==> config.mk <==
export PLATFORM = sky130hd
export DESIGN_NAME = hazard_ctrl_flat
export DESIGN_NICKNAME = d
export VERILOG_FILES = /design/src/rtl/hazard_ctrl_if.sv /design/src/rtl/hazard_ctrl.sv /design/src/flat_wrapper.sv
export SDC_FILE = /design/constraint.sdc
export NUM_CORES = 1
export LEC_CHECK = 0
export BUFFER_PORTS_ARGS = -buffer_cell sky130_fd_sc_hd__buf_2
export CORE_MARGIN = 2
export CORE_UTILIZATION = 29
export CTS_CLUSTER_SIZE = 14
export DETAILED_ROUTE_END_ITERATION = 8
export GPL_TIMING_DRIVEN = 0
export SLEW_MARGIN = 10
export SYNTH_ARGS = -nofsm -noshare
export SYNTH_HDL_FRONTEND = slang
export SYNTH_SLANG_ARGS = --single-unit
==> constraint.sdc <==
create_clock -name clock -period 4.6 [get_ports clock]
set_input_delay 0.23 -clock clock [delete_from_list [all_inputs] [get_ports clock]]
set_output_delay 0.23 -clock clock [all_outputs]
set_load 0.01 [all_outputs]
==> src/rtl/hazard_ctrl_if.sv <==
// hazard_ctrl_if: bundles the pipeline-side signals of the hazard controller.
//   master : CPU pipeline. It drives the IF/ID and ID/EX decode fields and the
//            branch outcome, and receives the enables, mux selects and counters.
//   slave  : hazard_ctrl.
// Ports:
//   ifid_ir[15:0]     instruction in ID (op[15:12] rs[11:10] rt[9:8] rd[7:6])
//   idex_regwrite     ID/EX producer writes a register
//   idex_wr[1:0]      ID/EX destination register
//   idex_memread      ID/EX producer is a load
//   branch_taken      EX resolved a taken branch this cycle
//   pc_write, ifid_write, ifid_flush, idex_bubble   pipeline control
//   fwd_a, fwd_b      EX-to-ID forwarding selects for the rs/rt reads
//   stall_cnt, flush_cnt   saturating performance counters
interface hazard_ctrl_if #(
    parameter int CNT_W = 16
);
    logic [15:0]      ifid_ir;
    logic             idex_regwrite;
    logic [1:0]       idex_wr;
    logic             idex_memread;
    logic             branch_taken;
    logic             pc_write;
    logic             ifid_write;
    logic             ifid_flush;
    logic             idex_bubble;
    logic             fwd_a;
    logic             fwd_b;
    logic [CNT_W-1:0] stall_cnt;
    logic [CNT_W-1:0] flush_cnt;

    modport master (
        output ifid_ir, idex_regwrite, idex_wr, idex_memread, branch_taken,
        input  pc_write, ifid_write, ifid_flush, idex_bubble, fwd_a, fwd_b,
        input  stall_cnt, flush_cnt
    );

    modport slave (
        input  ifid_ir, idex_regwrite, idex_wr, idex_memread, branch_taken,
        output pc_write, ifid_write, ifid_flush, idex_bubble, fwd_a, fwd_b,
        output stall_cnt, flush_cnt
    );
endinterface

==> src/rtl/hazard_ctrl.sv <==
// hazard_ctrl: hazard and sequencing controller for the 3-stage IF/ID/EX CPU.
// Detects RAW and load-use hazards between the instruction in ID and the
// producer in EX, drives the forwarding selects, stalls or flushes the front
// of the pipeline, and counts stall and flush cycles.
// Ports:
//   clock    pipeline clock; state updates on the falling edge, like the
//            pipeline registers
//   reset_n  asynchronous active-low reset
//   bus      hazard_ctrl_if.slave (decode inputs, pipeline controls, counters)
//
// state    | meaning
// ---------+-------------------------------------------------------------
// ST_RUN   | normal issue; hazards detected here start a stall
// ST_STALL | multi-cycle stall in progress, cnt = stall cycles still owed
module hazard_ctrl #(
    parameter bit FWD_EN     = 1'b1,
    parameter int RAW_STALL  = 1,
    parameter int LOAD_STALL = 1,
    parameter int CNT_W      = 16
) (
    input  logic         clock,
    input  logic         reset_n,
    hazard_ctrl_if.slave bus
);
    typedef enum logic {
        ST_RUN   = 1'b0,
        ST_STALL = 1'b1
    } state_t;

    // The cycle that detects the hazard is itself a stall cycle, so the
    // counter is loaded with the number of additional cycles still needed.
    localparam logic [2:0] RAW_RELOAD  = 3'(RAW_STALL - 1);
    localparam logic [2:0] LOAD_RELOAD = 3'(LOAD_STALL - 1);

    state_t           state;
    logic [2:0]       cnt;
    logic [CNT_W-1:0] stall_q;
    logic [CNT_W-1:0] flush_q;

    logic [3:0] op;
    logic [1:0] rs;
    logic [1:0] rt;
    logic       rs_src;
    logic       rt_src;
    logic       hit_a;
    logic       hit_b;
    logic       load_use;
    logic       raw;
    logic       do_flush;
    logic       do_stall;

    assign op = bus.ifid_ir[15:12];
    assign rs = bus.ifid_ir[11:10];
    assign rt = bus.ifid_ir[9:8];

    // Only the all-zero nop reads no register; ADDI and LW use rt as a
    // destination, not a source.
    assign rs_src = |bus.ifid_ir;
    assign rt_src = (op <= 4'd6) || (op == 4'd9) || (op == 4'd10) || (op == 4'd11);

    assign hit_a = bus.idex_regwrite && (bus.idex_wr != 2'd0) && (bus.idex_wr == rs) && rs_src;
    assign hit_b = bus.idex_regwrite && (bus.idex_wr != 2'd0) && (bus.idex_wr == rt) && rt_src;

    assign load_use = bus.idex_memread && (hit_a || hit_b);
    assign raw      = !FWD_EN && (hit_a || hit_b) && !load_use;

    // A taken branch wins over everything, including an ongoing stall.
    assign do_flush = bus.branch_taken;
    assign do_stall = !bus.branch_taken && ((state == ST_STALL) || load_use || raw);

    always_ff @(negedge clock or negedge reset_n) begin
        if (!reset_n) begin
            state   <= ST_RUN;
            cnt     <= 3'd0;
            stall_q <= '0;
            flush_q <= '0;
        end else begin
            if (do_flush) begin
                state <= ST_RUN;
                cnt   <= 3'd0;
                if (flush_q != '1) flush_q <= flush_q + 1'b1;
            end else if (do_stall) begin
                if (stall_q != '1) stall_q <= stall_q + 1'b1;
                if (state == ST_STALL) begin
                    cnt <= (cnt != 3'd0) ? cnt - 3'd1 : 3'd0;
                    if (cnt <= 3'd1) state <= ST_RUN;
                end else if (load_use) begin
                    cnt   <= LOAD_RELOAD;
                    state <= (LOAD_RELOAD != 3'd0) ? ST_STALL : ST_RUN;
                end else begin
                    cnt   <= RAW_RELOAD;
                    state <= (RAW_RELOAD != 3'd0) ? ST_STALL : ST_RUN;
                end
            end
        end
    end

    // Reset forces the outputs directly so an unknown instruction word in
    // IF/ID cannot reach the pipeline controls while reset_n is low.
    always_comb begin
        bus.pc_write    = 1'b0;
        bus.ifid_write  = 1'b0;
        bus.ifid_flush  = 1'b0;
        bus.idex_bubble = 1'b1;
        bus.fwd_a       = 1'b0;
        bus.fwd_b       = 1'b0;
        if (reset_n) begin
            if (do_flush) begin
                bus.pc_write    = 1'b1;
                bus.ifid_write  = 1'b1;
                bus.ifid_flush  = 1'b1;
                bus.idex_bubble = 1'b1;
            end else if (do_stall) begin
                bus.idex_bubble = 1'b1;
            end else begin
                bus.pc_write    = 1'b1;
                bus.ifid_write  = 1'b1;
                bus.idex_bubble = 1'b0;
                bus.fwd_a       = FWD_EN && hit_a && !bus.idex_memread;
                bus.fwd_b       = FWD_EN && hit_b && !bus.idex_memread;
            end
        end
    end

    assign bus.stall_cnt = stall_q;
    assign bus.flush_cnt = flush_q;
endmodule

==> src/flat_wrapper.sv <==
// flat-port wrapper written by rule: the top's interface ports become plain ports
module hazard_ctrl_flat 
#(
    parameter bit FWD_EN     = 1'b1,
    parameter int RAW_STALL  = 1,
    parameter int LOAD_STALL = 1,
    parameter int CNT_W      = 16
)
  (clock, reset_n, bus_ifid_ir, bus_idex_regwrite, bus_idex_wr, bus_idex_memread, bus_branch_taken, bus_pc_write, bus_ifid_write, bus_ifid_flush, bus_idex_bubble, bus_fwd_a, bus_fwd_b, bus_stall_cnt, bus_flush_cnt);
  hazard_ctrl_if #(.CNT_W(CNT_W)) bus_i ();
  input  logic clock;
  input  logic reset_n;
  input wire logic [$bits(bus_i.ifid_ir)-1:0] bus_ifid_ir;
  input wire logic [$bits(bus_i.idex_regwrite)-1:0] bus_idex_regwrite;
  input wire logic [$bits(bus_i.idex_wr)-1:0] bus_idex_wr;
  input wire logic [$bits(bus_i.idex_memread)-1:0] bus_idex_memread;
  input wire logic [$bits(bus_i.branch_taken)-1:0] bus_branch_taken;
  output wire logic [$bits(bus_i.pc_write)-1:0] bus_pc_write;
  output wire logic [$bits(bus_i.ifid_write)-1:0] bus_ifid_write;
  output wire logic [$bits(bus_i.ifid_flush)-1:0] bus_ifid_flush;
  output wire logic [$bits(bus_i.idex_bubble)-1:0] bus_idex_bubble;
  output wire logic [$bits(bus_i.fwd_a)-1:0] bus_fwd_a;
  output wire logic [$bits(bus_i.fwd_b)-1:0] bus_fwd_b;
  output wire logic [$bits(bus_i.stall_cnt)-1:0] bus_stall_cnt;
  output wire logic [$bits(bus_i.flush_cnt)-1:0] bus_flush_cnt;
  assign bus_i.ifid_ir = bus_ifid_ir;
  assign bus_i.idex_regwrite = bus_idex_regwrite;
  assign bus_i.idex_wr = bus_idex_wr;
  assign bus_i.idex_memread = bus_idex_memread;
  assign bus_i.branch_taken = bus_branch_taken;
  assign bus_pc_write = bus_i.pc_write;
  assign bus_ifid_write = bus_i.ifid_write;
  assign bus_ifid_flush = bus_i.ifid_flush;
  assign bus_idex_bubble = bus_i.idex_bubble;
  assign bus_fwd_a = bus_i.fwd_a;
  assign bus_fwd_b = bus_i.fwd_b;
  assign bus_stall_cnt = bus_i.stall_cnt;
  assign bus_flush_cnt = bus_i.flush_cnt;
  hazard_ctrl #(.FWD_EN(FWD_EN), .RAW_STALL(RAW_STALL), .LOAD_STALL(LOAD_STALL), .CNT_W(CNT_W)) u_core (.clock(clock), .reset_n(reset_n), .bus(bus_i));
endmodule
==> impl_metrics.toml, run 1 <==
[placed_design]
port_buffers = 52
hpwl_mm = 2.96
place_inst = 312
gp_congestion = 0.743
dpl_cell_area_um2 = 2260
post-place-ws_ns = 0.519

[power]
p_total_uw = 812
p_per_area_nw_per_um2 = 347
p_leak_nw = 1.09
vdd_ir_drop_max_mv = 0.201

[sta]
slew_viol_final = 0
fin_setup_tns_ns = 0
hold_viol = 0
rsz0062_at_grt = "no"
finalClockSkew_ns = 0.00149
setup_viol = 0
worst_slew_pin_slew_ns = 0.874
finalWorstSetupSlack_ns = 0.405
holdWs_ns = 0.431
slew_headroom = 0.417

[clocking]
path_clk_slew_ns = 0.05
cts_tree = "built"
cts-root-buf = "clkbuf_8"
clk_latency_ns = 0.29
cts_max_path_buffers = 2
postCtsHoldBufs = 0
numCtsBuffers = 5
postCtsSetupBuffers = 0
clkSinkCount = 36
post_cts_resized = 0
htree_levels = 2

[floorplan]
dieArea_um2 = 7220
die_y_um = 85.0
die_w_um = 85.0
core_area_um2 = 6350
initial_utilization = 0.300
io_pins = 61
rows = 29

[worst_setup_path]
worst-path-buf-inv = 4
slowest_delay_ns = 0.44
critPathArrivalTime_ns = 3.96
crit_path_end_kind = "output port"
path_cells = "inv_1, o211a_1, nor2_4, buf_6, nor2b_1, buf_4, buf_2"
crit_slowest_cell = "dfrtn_1"
start_kind = "flip-flop"
crit_type = "reg -> out"
critPathMaxFanout = 10
required_ns = 4.37
r2r_setup_slack_ns = 2.58
critical_path.top_delay_family = "buffers and inverters"
path_depth = 7
ff2ff_path_depth = 5

[synth]
ys_types = 43
synth_area_um2 = 1900
ys_ff_latch = 36
ys_seq_area_frac = 0.474
avgSynthCellArea_um2 = 10.4
synth_cells = 183
syn-num-nets = 210
yosys_warnings = 0

[min_path]
hold_path.class = "reg -> reg"
whs_path_depth = 1

[cells_and_area]
area_growth_pct = 22.8
finalNonFillerCells = 319
fillCellCount = 663
stdcell_area_um2 = 2340
final_common_cell = "buf_2"
drive_above_1_share = 0.298
nets = 269
n_antenna_cell = 0
layout_common_cells = "53 x buf_2, 36 x dfrtn_1, 23 x xnor2_1, 19 x nand3_1, 16 x nand2_1"
utilization = 0.368

[global_route]
antenna_found_initial = 0
gr-total-overflow = 0
grt_pass1_wl_mm = 6.59
grt_pass1_vias = 1431
grt_usage = 0.112
grt_max_degree = 41

[drt]
drtIter0Drc = 69
vias_per_cell = 4.74
routedWlPerCell_um = 12.5
ant_nets = 0
route.detailed.drc = 0
drt_pre_antenna_iters = 4
num_vias = 1512
wl_mm = 3.98

[job]
drv_cap = 0

[outcome]
status = "completed"
-- cells in the mapped netlist --
library cell / count / area [um^2]
or2_2: 1 / 6.26
dfrtn_1: 36 / 901
o22a_1: 1 / 8.76
xnor2_1: 23 / 201
ha_1: 4 / 50.1
nand2_1: 16 / 60.1
o21bai_1: 1 / 7.51
a21oi_1: 2 / 10.0
nand2b_2: 1 / 8.76
or2b_1: 1 / 7.51
nand3b_1: 2 / 15.0
xor2_1: 7 / 61.3
nor2_1: 13 / 48.8
buf_2: 1 / 5.00
nor3b_2: 1 / 12.5
nor4b_1: 1 / 8.76
nand2b_1: 1 / 6.26
nor3_2: 1 / 10.0
a31oi_2: 1 / 12.5
o21ai_1: 1 / 5.00
a211oi_1: 1 / 7.51
or3b_1: 1 / 8.76
o2bb2ai_1: 1 / 8.76
a211oi_2: 1 / 12.5
inv_1: 6 / 22.5
o221ai_2: 1 / 15.0
and2_1: 2 / 12.5
nor2_4: 1 / 11.3
nor3_1: 7 / 35.0
and3_1: 5 / 31.3
nand4b_1: 1 / 8.76
nand4_1: 9 / 56.3
nor2b_1: 1 / 6.26
mux2_1: 3 / 33.8
buf_4: 1 / 7.51
nand3_1: 19 / 95.1
buf_6: 1 / 11.3
o21a_1: 1 / 7.51
a22o_2: 2 / 20.0
nor4_2: 1 / 12.5
and4bb_1: 1 / 12.5
and4_1: 1 / 8.76
o211a_1: 1 / 10.0
-- registers in the layout, indices dropped and copies added, names as in the netlist --
register	count
u_core.bus.flush_cnt	16
u_core.bus.stall_cnt	16
u_core.cnt	3
u_core.state	1
-- cell type report --
cell class,count,area [um^2],area share
multi-input combinational,138,955,0.409
sequential,36,901,0.386
timing repair buffer,52,260,0.111
tap,77,96.3,0.0412
clock buffer,6,72.6,0.0311
buffer,3,23.8,0.0102
inverter,6,22.5,0.00964
clock inverter,1,5.00,0.00214
-- final timing paths --
path,to,start
worst max-delay path,bus_pc_write,u_core.state
worst min-delay path,u_core.bus.stall_cnt[15],u_core.bus.stall_cnt[15]
worst max register to register,u_core.bus.stall_cnt[1],u_core.bus.stall_cnt[0]
worst min register to register,u_core.bus.stall_cnt[15],u_core.bus.stall_cnt[15]
max in group asynchronous,u_core.bus.stall_cnt[10],reset_n
min in group asynchronous,u_core.cnt[0],reset_n
-- routing by layer --
metal	routed length (um)	GRT usage	vias to the layer above
met5	0	0	-
li1	-	-	760
met1	1870	0.146	710
met4	29	0.0476	0
met2	1840	0.173	40
met3	245	0.0350	2
-- cell families (layout without fill, tap and decap cells) --
kind of cell,after synthesis,count (layout),synth area share
simple gates,87,87,0.254
flops,36,36,0.474
xor+xnor,30,30,0.138
compound gates,14,14,0.0658
buf+inv,9,68,0.0243
fa+ha+maj,4,4,0.0263
mux,3,3,0.0178
-- report_power, final --
part / switching [mW] / leakage (nW) / internal, mW
clock: 0.107 / 0.0410 / 0.103
sequential: 0.0575 / 0.486 / 0.364
combinational: 0.0948 / 0.560 / 0.0853
total: 0.259 / 1.09 / 0.553
Power figures use the tool's default switching activity.
==> run 2: changes to the inputs <==
ABC_AREA = 1   (was not set)
==> run 2 against run 1 <==
  * Clock power up 17%
  * Critical path type unchanged
  * Register-to-register slack better by 0.02 ns
  * First-iteration DRC count up 8.7%
  * Highest routed layer unchanged
  * Worst hold slack improved by 0.033 ns
==> impl_metrics.toml, run 2 <==
[power]
p_comb_frac = 0.215
vdd_ir_drop_max_mv = 0.190
p_sw_uw = 265
p_leak_nw = 1.40
clkPwrFrac = 0.293
seq_power_share = 0.492
p_total_uw = 838
swShare = 0.317
p_int_uw = 572
p_per_area_nw_per_um2 = 321

[drt]
wl_met1_mm = 2.44
top_layer = "met4"
drt_pre_antenna_iters = 4
vias_per_cell = 4.52
drtIter0Drc = 75
dr_wl_met2_mm = 2.33
dr_wl_met3_um = 191
wl_mm = 5.04
num_vias = 1952
ant_nets = 0
route.detailed.drc = 0
routedWlPerCell_um = 11.7

[sta]
hold_viol = 0
finalClockSkew_ns = 0.00572
setup_viol = 0
slew_headroom = 0.412
rsz0062_at_grt = "no"
holdWs_ns = 0.464
worst_slew_pin_slew_ns = 0.883
fin_setup_tns_ns = 0
slew_viol_final = 0
finalWorstSetupSlack_ns = 0.595

[cells_and_area]
finalNonFillerCells = 432
drive_above_1_share = 0.213
layout_common_cells = "97 x nand2_1, 54 x buf_2, 36 x dfrtn_1, 26 x nor2_1, 22 x inv_1"
final_common_cell = "nand2_1"
area_growth_pct = 22.6
n_antenna_cell = 0
stdcell_area_um2 = 2610
fillCellCount = 750
nets = 360
utilization = 0.364

[floorplan]
rows = 31
dieArea_um2 = 8040
core_area_um2 = 7180
io_pins = 61
die_w_um = 89.7
initial_utilization = 0.297
die_y_um = 89.7

[clocking]
cts_max_path_buffers = 2
path_clk_slew_ns = 0.05
clk_latency_ns = 0.29
clkSinkCount = 36
cts-root-buf = "clkbuf_8"
post_cts_resized = 0
cts_tree = "built"
postCtsSetupBuffers = 0
htree_levels = 2
numCtsBuffers = 5
postCtsHoldBufs = 0

[synth]
synth_edf_count = 0
synth_cells = 274
yosys_warnings = 0
yosys-top-cells-area = "dfrtn_1 42%, nand2_1 17%, xnor2_1 5.8%"
yosysMostFrequentCell = "nand2_1"
avgSynthCellArea_um2 = 7.77
ys_ff_latch = 36
ys_seq_area_frac = 0.423
synthTopCellsByCount = "97 x nand2_1, 36 x dfrtn_1, 26 x nor2_1, 22 x inv_1, 18 x nand4_1"
synthArstFlopShare = 1.00
ys.flop_type = "dfrtn_1"
synth_area_um2 = 2130
synth.largest_area_cell = "dfrtn_1"
syn-num-nets = 301
ys_types = 24
synth_top_area_frac = 0.423

[job]
drv_cap = 0

[placed_design]
place_inst = 425
gp_congestion = 0.807
post-place-ws_ns = 0.769
dpl_cell_area_um2 = 2510
port_buffers = 52
hpwl_mm = 3.71

[worst_setup_path]
crit_type = "reg -> out"
crit_path_end_kind = "output port"
required_ns = 4.37
r2r_setup_slack_ns = 2.60
critPathArrivalTime_ns = 3.77
start_kind = "flip-flop"
critPathMaxFanout = 10

[outcome]
status = "completed"

[global_route]
grt_pass1_vias = 1813
grt_pass1_wl_mm = 8.55
grt_usage = 0.135
grt_max_degree = 40
gr-total-overflow = 0
antenna_found_initial = 0

[min_path]
hold_path.class = "reg -> reg"
[run 2: cell count changes after synthesis, moves of 3 or more]
cell	before	now
nand2_1	16	97
nand3_1	19	13
nand4_1	9	18
mux2_1	3	0
inv_1	6	22
and3_1	5	0
xnor2_1	23	14
nor2_1	13	26
nor3_1	7	10
xor2_1	7	14
[run 2: final timing paths]
check                      cells after the start                        to                     start
max reg2reg                                    7   u_core.bus.stall_cnt[7]   u_core.bus.stall_cnt[0]
min reg2reg                                    1  u_core.bus.flush_cnt[12]  u_core.bus.flush_cnt[12]
min                                            1  u_core.bus.flush_cnt[12]  u_core.bus.flush_cnt[12]
min in group asynchronous                      1  u_core.bus.stall_cnt[10]                   reset_n
max in group asynchronous                      1   u_core.bus.flush_cnt[7]                   reset_n
max                                            7                 bus_fwd_a              u_core.state
[run 2: per-layer routing]
metal	vias to the layer above	GRT usage
met5	-	0
met3	7	0.0338
li1	1000	-
met2	36	0.217
met4	0	0.0421
met1	909	0.180
[run 2: critical path, cell delays in order, from the launching register on]
cell     delay (ns)
dfrtn_1        0.33
inv_1          0.07
nand2_1        0.07
buf_4          0.18
nor2_2         0.17
nand2_1        0.12
nor2_1         0.12
buf_2          0.14
[run 2: area by class of cell]
cell class	count	area [um^2]	area share
multi-input cells	208	1090	0.419
flip-flops and latches	36	901	0.345
repair buffers	52	260	0.0998
well taps	99	124	0.0475
clock buffers	7	96.3	0.0369
inverters	23	86.3	0.0331
plain buffers	7	47.5	0.0182
[run 2: power groups by stage]
stage	clock [mW]	sequential [mW]	combinational [mW]
after global placement	0	0.417	0.178
after detailed placement	0	0.419	0.181
after floorplan	0	0.429	0.0885
final	0.245	0.412	0.180
after global routing	0.269	0.422	0.207
after CTS	0.259	0.413	0.183
[run 2: logic make-up (layout without fill, tap and decap cells)]
kind of cell,after synthesis,count (layout),synth area share
buffers and inverters,30,89,0.0629
xor gates and xnor gates,28,28,0.115
and+or+nand+nor,171,171,0.361
DFF,36,36,0.423
adders and majority gates,4,4,0.0235
AOI/OAI and AO/OA,5,5,0.0141
==> run 3: changes to the inputs <==
RECOVER_POWER = 50   (was not set)
==> run 3 against run 2 <==
  * The flow now finishes with violations (max-capacitance violations, max-slew violations)
  * Final area shrank 0.19%
  * Sequential power is essentially flat
  * Worst setup slack lost 0.050 ns
  * Critical endpoint unchanged
  * Die area is the same
  * Routed wire length is essentially flat
  * Critical path type unchanged
  * Clock skew is the same
  * Sequential share of layout area grew 0.066 points
==> impl_metrics.toml, run 3 (same netlist as run 2, synthesis figures left out) <==
[worst_setup_path]
start_kind = "flip-flop"
crit_type = "reg -> out"
reg2reg_to = "u_core.bus.stall_cnt[7]"
required_ns = 4.37
r2r_setup_slack_ns = 2.60
critPathMaxFanout = 10
rr_startpoint = "u_core.bus.stall_cnt[0]"
critPathArrivalTime_ns = 3.82
crit_start = "u_core.state"
crit_path_end_kind = "output port"
ff2ff_path_depth = 7

[cells_and_area]
area_growth_pct = 22.3
layout_common_cells = "97 x nand2_1, 50 x buf_2, 36 x dfrtn_1, 26 x nor2_1, 22 x inv_1"
finalNonFillerCells = 432
stdcell_area_um2 = 2600
drive_above_1_share = 0.201
utilization = 0.363
fillCellCount = 752
final_common_cell = "nand2_1"
n_antenna_cell = 0
nets = 360

[sta]
hold_viol = 0
finalWorstSetupSlack_ns = 0.546
rsz0062_at_grt = "no"
finalClockSkew_ns = 0.00572
worst_slew_pin_slew_ns = 2.12
holdWs_ns = 0.464
slew_viol_final = 40
setup_viol = 0
slew_headroom = -0.412
fin_setup_tns_ns = 0

[clocking]
cts_max_path_buffers = 2
postCtsHoldBufs = 0
clk_latency_ns = 0.29
postCtsSetupBuffers = 0
path_clk_slew_ns = 0.05
htree_levels = 2
post_cts_resized = 0
clkSinkCount = 36
cts-root-buf = "clkbuf_8"
numCtsBuffers = 5
cts_tree = "built"

[placed_design]
dpl_cell_area_um2 = 2510
port_buffers = 52
gp_congestion = 0.807
place_inst = 425
hpwl_mm = 3.71
post-place-ws_ns = 0.769

[global_route]
grt_max_degree = 40
grt_busiest_layer = "met2"
gr-total-overflow = 0
grt_util_met1 = 0.180
grt_usage = 0.135
use_met3 = 0.0338
grt_pass1_vias = 1813
grt_pass1_wl_mm = 8.55
antenna_found_initial = 0
met2_usage = 0.217

[power]
vdd_ir_drop_max_mv = 0.190
p_comb_frac = 0.213
swShare = 0.318
p_per_area_nw_per_um2 = 321
seq_power_share = 0.494
p_sw_uw = 266
p_int_uw = 571
clkPwrFrac = 0.293
p_total_uw = 836
p_leak_nw = 1.39

[drt]
route.detailed.drc = 0
ant_nets = 0
drtIter0Drc = 78
routedWlPerCell_um = 11.7
wl_mm = 5.04
num_vias = 1948
vias_per_cell = 4.51
drt_pre_antenna_iters = 4

[floorplan]
dieArea_um2 = 8040
rows = 31
die_w_um = 89.7
core_area_um2 = 7180
initial_utilization = 0.297
io_pins = 61
die_y_um = 89.7

[min_path]
hold_path.class = "reg -> reg"
whs_path_depth = 1
min_from = "u_core.bus.flush_cnt[12]"
hold_end = "u_core.bus.flush_cnt[12]"

[outcome]
status = "finished with violations"
violations = "max-capacitance violations, max-slew violations"

[job]
drv_cap = 1
-- run 3: cell count changes in the layout (fill, tap and decap cells not counted), sizes merged --
| cell | before | now |
|---|---|---|
| clkbuf | 7 | 11 |
| buf | 59 | 55 |
-- run 3: power groups by stage --
stage	Sequential (mW)	Clock, mW	Combinational, mW
floorplan	0.429	0	0.0885
detailed placement	0.419	0	0.181
global route	0.422	0.269	0.205
finish	0.413	0.245	0.178
CTS	0.413	0.259	0.183
global placement	0.417	0	0.178
-- run 3: worst max-delay path by stage --
| stage | end | slack, ns |
|---|---|---|
| floorplan | bus_pc_write | 0.93 |
| global placement | u_core.bus.stall_cnt[3] | 0.82 |
| detailed placement | u_core.bus.stall_cnt[7] | 0.77 |
| CTS | bus_fwd_a | 0.57 |
| global route | u_core.bus.flush_cnt[6] | 0.27 |
| finish | bus_fwd_a | 0.55 |
-- run 3: cell type report --
class / count / area [um^2] / area share
Multi-Input combinational cell: 208 / 1090 / 0.420
Inverter: 23 / 86.3 / 0.0332
Clock buffer: 7 / 96.3 / 0.0370
Sequential cell: 36 / 901 / 0.346
Timing Repair Buffer: 52 / 256 / 0.0985
Buffer: 7 / 46.3 / 0.0178
Tap cell: 99 / 124 / 0.0476
-- run 3: critical path: stages (launching register included) --
cell and delay (ns):
dfrtn_1 0.33, inv_1 0.07, nand2_1 0.07, buf_4 0.18, nor2_2 0.17, nand2_1 0.12
nor2_1 0.16, buf_2 0.15
-- run 3: routing by layer --
metal | wire, um | share of wire
met1 | 2440 | 0.48
met3 | 191 | 0.038
met2 | 2330 | 0.46
met5 | 0 | 0
met4 | 72 | 0.014
